--- config.mk ---
export PLATFORM = sky130hd
export DESIGN_NAME = song_recorder
export DESIGN_NICKNAME = d
export VERILOG_FILES = /design/src/rtl/song_recorder.sv
export SDC_FILE = /design/constraint.sdc
export NUM_CORES = 1
export LEC_CHECK = 0
export CORE_AREA = 2 2 238 240
export DETAILED_ROUTE_END_ITERATION = 10
export DIE_AREA = 0 0 240 242
export PLACE_DENSITY = 0.53
export SYNTH_ARGS = -nofsm -noshare
export SYNTH_HDL_FRONTEND = slang
export SYNTH_SLANG_ARGS = --single-unit
--- constraint.sdc ---
create_clock -name clk -period 5.92 [get_ports clk]
set_clock_uncertainty 0.15 [all_clocks]
set_input_delay 1.776 -clock clk [delete_from_list [all_inputs] [get_ports clk]]
set_output_delay 1.776 -clock clk [all_outputs]
set_load 0.02 [all_outputs]
--- src/rtl/song_recorder.sv ---
// ---------------------------------------------------------------------------
// song_recorder
//   Turns live piano key presses into a stored score of (note, length)
//   entries. The score can then be replayed on the shared Buzzer note code
//   and the LEDs.
//
// Ports
//   clk        system clock, all state changes on its rising edge
//   rst_n      synchronous, active-low reset
//   mode       global mode selector (MODE_REC records, MODE_PLAY replays)
//   key        piano keys, bit0=do ... bit6=si
//   note       Buzzer note code: 0 = silent, 1..7 = do..si
//   led        one-hot LED of the sounding note, 0 when silent
//   rec_count  number of valid stored entries (0..DEPTH)
//   full       buffer full, held until the next recording starts
//   done       playback finished
// ---------------------------------------------------------------------------
module song_recorder #(
    parameter int         UNIT_CYCLES = 25_000_000,
    parameter int         DEPTH       = 64,
    parameter logic [2:0] MODE_REC    = 3'b101,
    parameter logic [2:0] MODE_PLAY   = 3'b110
) (
    input  logic       clk,
    input  logic       rst_n,
    input  logic [2:0] mode,
    input  logic [6:0] key,
    output logic [4:0] note,
    output logic [6:0] led,
    output logic [6:0] rec_count,
    output logic       full,
    output logic       done
);

    localparam int AW = (DEPTH > 1) ? $clog2(DEPTH) : 1;
    localparam int CW = $clog2(UNIT_CYCLES + 1);

    typedef enum logic [1:0] {IDLE, REC, PLAY, DONE} state_t;

    state_t          state_q;
    logic [4:0]      note_q;
    logic [6:0]      led_q;
    logic [6:0]      recCount_q;
    logic            full_q;
    logic            done_q;
    logic [2:0]      curCode_q;
    logic [CW-1:0]   cyc_q;
    logic [3:0]      len_q;
    logic [AW-1:0]   rdAddr_q;
    logic [6:0]      mem [DEPTH];

    logic [2:0]      keyCode;
    logic            keepEvent;
    logic            lastEntry;
    logic [AW-1:0]   rdNext;
    logic [6:0]      nextEntry;
    logic [6:0]      firstEntry;

    function automatic logic [6:0] ledOf(input logic [2:0] c);
        logic [6:0] r;
        r = 7'd0;
        if (c != 3'd0) r[c - 3'd1] = 1'b1;
        return r;
    endfunction

    // A chord or no key at all both count as a rest.
    always_comb begin
        keyCode = 3'd0;
        case (key)
            7'b0000001: keyCode = 3'd1;
            7'b0000010: keyCode = 3'd2;
            7'b0000100: keyCode = 3'd3;
            7'b0001000: keyCode = 3'd4;
            7'b0010000: keyCode = 3'd5;
            7'b0100000: keyCode = 3'd6;
            7'b1000000: keyCode = 3'd7;
            default:    keyCode = 3'd0;
        endcase
    end

    // While still recording, a rest is kept unless it leads the score;
    // when recording ends, the open rest is trailing and is always dropped.
    assign keepEvent = (len_q != 4'd0) && !full_q &&
                       ((curCode_q != 3'd0) ||
                        ((mode == MODE_REC) && (recCount_q != 7'd0)));

    assign lastEntry  = ((7'(rdAddr_q) + 7'd1) == recCount_q);
    assign rdNext     = rdAddr_q + AW'(1);
    assign nextEntry  = mem[rdNext];
    assign firstEntry = mem[0];

    always_ff @(posedge clk) begin
        if (!rst_n) begin
            state_q    <= IDLE;
            note_q     <= 5'd0;
            led_q      <= 7'd0;
            recCount_q <= 7'd0;
            full_q     <= 1'b0;
            done_q     <= 1'b0;
            curCode_q  <= 3'd0;
            cyc_q      <= '0;
            len_q      <= 4'd0;
            rdAddr_q   <= '0;
        end else begin
            case (state_q)
                IDLE: begin
                    note_q <= 5'd0;
                    led_q  <= 7'd0;
                    done_q <= 1'b0;
                    if (mode == MODE_REC) begin
                        state_q    <= REC;
                        recCount_q <= 7'd0;
                        full_q     <= 1'b0;
                        curCode_q  <= 3'd0;
                        cyc_q      <= '0;
                        len_q      <= 4'd0;
                    end else if (mode == MODE_PLAY) begin
                        state_q  <= PLAY;
                        rdAddr_q <= '0;
                        cyc_q    <= '0;
                        len_q    <= firstEntry[3:0];
                        if (recCount_q != 7'd0) begin
                            note_q <= {2'b00, firstEntry[6:4]};
                            led_q  <= ledOf(firstEntry[6:4]);
                        end
                    end
                end

                REC: begin
                    // An event closes either on a new key code or on leaving
                    // record mode; both cases share the same write path.
                    if (keepEvent && ((mode != MODE_REC) || (keyCode != curCode_q))) begin
                        mem[recCount_q[AW-1:0]] <= {curCode_q, len_q};
                        recCount_q <= recCount_q + 7'd1;
                        if (recCount_q == 7'(DEPTH - 1)) full_q <= 1'b1;
                    end
                    if (mode != MODE_REC) begin
                        state_q <= IDLE;
                        note_q  <= 5'd0;
                        led_q   <= 7'd0;
                    end else begin
                        note_q <= {2'b00, keyCode};
                        led_q  <= ledOf(keyCode);
                        if (keyCode != curCode_q) begin
                            // The closing cycle already belongs to the new
                            // event, so the cycle count restarts at one.
                            curCode_q <= keyCode;
                            cyc_q     <= (UNIT_CYCLES == 1) ? '0 : CW'(1);
                            len_q     <= (UNIT_CYCLES == 1) ? 4'd1 : 4'd0;
                        end else if (cyc_q == CW'(UNIT_CYCLES - 1)) begin
                            cyc_q <= '0;
                            if (len_q != 4'd15) len_q <= len_q + 4'd1;
                        end else begin
                            cyc_q <= cyc_q + CW'(1);
                        end
                    end
                end

                PLAY: begin
                    // len_q counts down whole units of the sounding entry and
                    // cyc_q counts cycles within the current unit.
                    if (mode != MODE_PLAY) begin
                        state_q <= IDLE;
                        note_q  <= 5'd0;
                        led_q   <= 7'd0;
                    end else if (recCount_q == 7'd0) begin
                        state_q <= DONE;
                        note_q  <= 5'd0;
                        led_q   <= 7'd0;
                        done_q  <= 1'b1;
                    end else if (cyc_q == CW'(UNIT_CYCLES - 1)) begin
                        cyc_q <= '0;
                        if (len_q <= 4'd1) begin
                            if (lastEntry) begin
                                state_q <= DONE;
                                note_q  <= 5'd0;
                                led_q   <= 7'd0;
                                done_q  <= 1'b1;
                            end else begin
                                rdAddr_q <= rdNext;
                                len_q    <= nextEntry[3:0];
                                note_q   <= {2'b00, nextEntry[6:4]};
                                led_q    <= ledOf(nextEntry[6:4]);
                            end
                        end else begin
                            len_q <= len_q - 4'd1;
                        end
                    end else begin
                        cyc_q <= cyc_q + CW'(1);
                    end
                end

                DONE: begin
                    note_q <= 5'd0;
                    led_q  <= 7'd0;
                    if (mode != MODE_PLAY) begin
                        state_q <= IDLE;
                        done_q  <= 1'b0;
                    end
                end

                default: state_q <= IDLE;
            endcase
        end
    end

    assign note      = note_q;
    assign led       = led_q;
    assign rec_count = recCount_q;
    assign full      = full_q;
    assign done      = done_q;

endmodule
==> results.sh <==
export IMPL_status="complete, no violations"
export IMPL_worst_slack_ns=0.650
export IMPL_core_area_sq_mm=0.0557
export IMPL_clock_path_buffers=3
export IMPL_async_flop_share=0
export IMPL_initial_core_util=0.396
export IMPL_ys_seq_area_frac=0.663
export IMPL_report_final_slew_viol_count=0
export IMPL_power_density_mw_per_mm2=326
export IMPL_fin_util=0.461
export IMPL_ys_ff_latch=507
export IMPL_path_max_fanout=30
export IMPL_final_nets=1582
export IMPL_p_seq_frac=0.492
export IMPL_diodes=0
export IMPL_ios=33
export IMPL_clk_latency_ns=0.61
export IMPL_vias_per_cell=5.60
export IMPL_power_leakage_nw=7.92
export IMPL_combPwrFrac=0.115
export IMPL_fin_area_sq_mm=0.0257
export IMPL_p_switching_mw=2.10
export IMPL_syn_avg_cell_area_sq_um=15.5
export IMPL_switching_share=0.251
export IMPL_wl_mm=57.7
export IMPL_p_int_mw=6.27
export IMPL_grt_pass1_vias=13174
export IMPL_layout_commonest_cell="edfxtp_1"
export IMPL_die_w_um=240
export IMPL_hpwl_mm=37.8
export IMPL_synth_edf_count=448
export IMPL_arrival_ns=5.66
export IMPL_placed_area_sq_mm=0.0240
export IMPL_place_ws_ns=0.328
export IMPL_cts_made_buffers=53
export IMPL_grt_setup_unrepaired="false"
export IMPL_setup_viol=0
export IMPL_drive_gt1_frac=0.222
export IMPL_synth_ff_type="edfxtp_1"
export IMPL_cts_tree="built"
export IMPL_grt_ovfl_total=0
export IMPL_finalSetupTns_ns=0
export IMPL_cap_violations=0
export IMPL_fin_crit_sh=0.890
export IMPL_required_ns=6.31
export IMPL_cts_sinks=507
export IMPL_portBuffers=30
export IMPL_slowest_stage="dfxtp_4"
export IMPL_hold_class="register to register"
export IMPL_mostFrequentLayoutCells="edfxtp_1 (448), nor2_1 (124), buf_4 (122)"
export IMPL_critPathMaxStageDelay_ns=0.60
export IMPL_path_cells="ha_4 > buf_12 > mux4_2 > mux4_2 > mux2_2 > o21ai_0 > ha_1 > inv_1 > a211oi_1 > and4_1 > a211oi_2 > a2111oi_0 > o221a_1"
export IMPL_setup_worst_path_end_class="register"
export IMPL_postCtsHoldBufs=0
export IMPL_stdcell_count=2351
export IMPL_syn_area_sq_mm=0.0221
export IMPL_clock_root_buffer="clkbuf_16"
export IMPL_post_drt_wl_per_cell_um=24.5
export IMPL_grt_max_degree=72
export IMPL_clock_fmax_ghz=0.190
export IMPL_track_usage=0.200
export IMPL_hold_worst_slack_ns=0.346
export IMPL_synth_cells=1427
export IMPL_critical_path_class="register to register"
export IMPL_die_h_um=242
export IMPL_antenna_left=0
export IMPL_synth_cell_types=77
export IMPL_path_clk_slew_ns=0.06
export IMPL_startpoint_type="register"
export IMPL_drt_first_pass_iters=7
export IMPL_cpMostUsedCell="mux4_2"
export IMPL_cts_setup_buffers=0
export IMPL_p_clk_frac=0.393
export IMPL_vias=13174
export IMPL_tightest_slew_ns=0.914
export IMPL_drcViolationCount=0
export IMPL_dp_cells=2252
export IMPL_gp_congestion=0.942
export IMPL_grt_pass1_wl_mm=86.4
export IMPL_total_power_mw=8.38
export IMPL_drt_iter0_drc=1167
export IMPL_antenna_found_initial=0
export IMPL_vdd_drop_max_mv=0.292
export IMPL_cts_resized=0
export IMPL_slew_headroom=0.385
export IMPL_htreeDepth=2
export IMPL_timing_final_hold_violations=0
export IMPL_min_period_ns=5.27
export IMPL_ys_warn_count=0
export IMPL_area_growth_pct=16.4
export IMPL_dieArea_sq_mm=0.0581
export IMPL_row_count=87
[worst max-delay path, delay by kind of cell, from the launching register on]
family                   cells  cell delay, ns
AO/OA/AOI/OAI                5            1.62
adder cells (fa/ha/maj)      2            0.90
buffers and inverters        2            0.38
flip-flops                   1            0.60
multiplexers                 3            1.18
AND/OR/NAND/NOR              1            0.33
[state kept, by name, indices dropped and copies added, names as in the netlist, 2 cells and up]
name,flops
rdAddr_q,6
curCode_q,3
len_q,4
mem,448
state_q,2
led,7
note,3
rec_count,7
cyc_q,25
[final timing paths]
check | start | to | slack [ns] | cells after the start
worst max-delay path | rdAddr_q[0] | led[2] | 0.65 | 13
worst min-delay path | cyc_q[1] | cyc_q[1] | 0.35 | 2
worst max register to register | rdAddr_q[0] | led[2] | 0.65 | 13
worst min register to register | cyc_q[1] | cyc_q[1] | 0.35 | 2
[cell families (layout without fill, tap and decap cells)]
group           after synthesis  after routing  share of synthesized area
flops                       507            507                      0.663
mux                         154            154                      0.135
compound gates              206            206                     0.0661
buf+inv                     111            278                     0.0220
xor+xnor                     28             28                     0.0114
simple gates                401            401                     0.0917
other cells                   1              2                   0.000170
fa+ha+maj                    19             19                     0.0108
[cell usage after synthesis (24+ instances only)]
master	instances	area share
clkbuf_1	40	0.0068
mux2i_1	34	0.015
nand3_1	44	0.010
mux4_2	114	0.12
a21oi_1	37	0.0084
nor3_1	30	0.0068
o21ai_0	25	0.0057
buf_2	32	0.0073
dfxtp_1	59	0.054
inv_1	24	0.0041
edfxtp_1	448	0.61
nand2_1	70	0.012
nor2_1	124	0.021
[layer usage]
layer  vias to the layer above  track usage  share of wire
met5                         -            0              0
met4                         0       0.0568          0.027
met3                        93       0.0346          0.052
met2                       381        0.310           0.47
met1                      6783        0.291           0.46
li1                       5917            -              -
[cell type report]
cell class,instances,area [sq um]
Clock inverter,38,313
Fill cell,4928,30000
Timing Repair Buffer,155,1280
Tap cell,756,946
Clock buffer,61,1400
Multi-Input combinational cell,810,7020
Inverter,24,90.1
Sequential cell,507,14700
[power groups by stage]
| stage | Clock, mW | Combinational, mW | Sequential (mW) |
|---|---|---|---|
| 4_1_cts | 3.37 | 0.975 | 4.12 |
| 3_5_place_dp | 0 | 0.972 | 4.20 |
| 6_report | 3.29 | 0.964 | 4.12 |
| 5_1_grt | 3.50 | 1.06 | 4.13 |
| 2_1_floorplan | 0 | 0.559 | 4.24 |
| 3_3_place_gp | 0 | 0.963 | 4.20 |
Power figures use the tool's default switching activity.
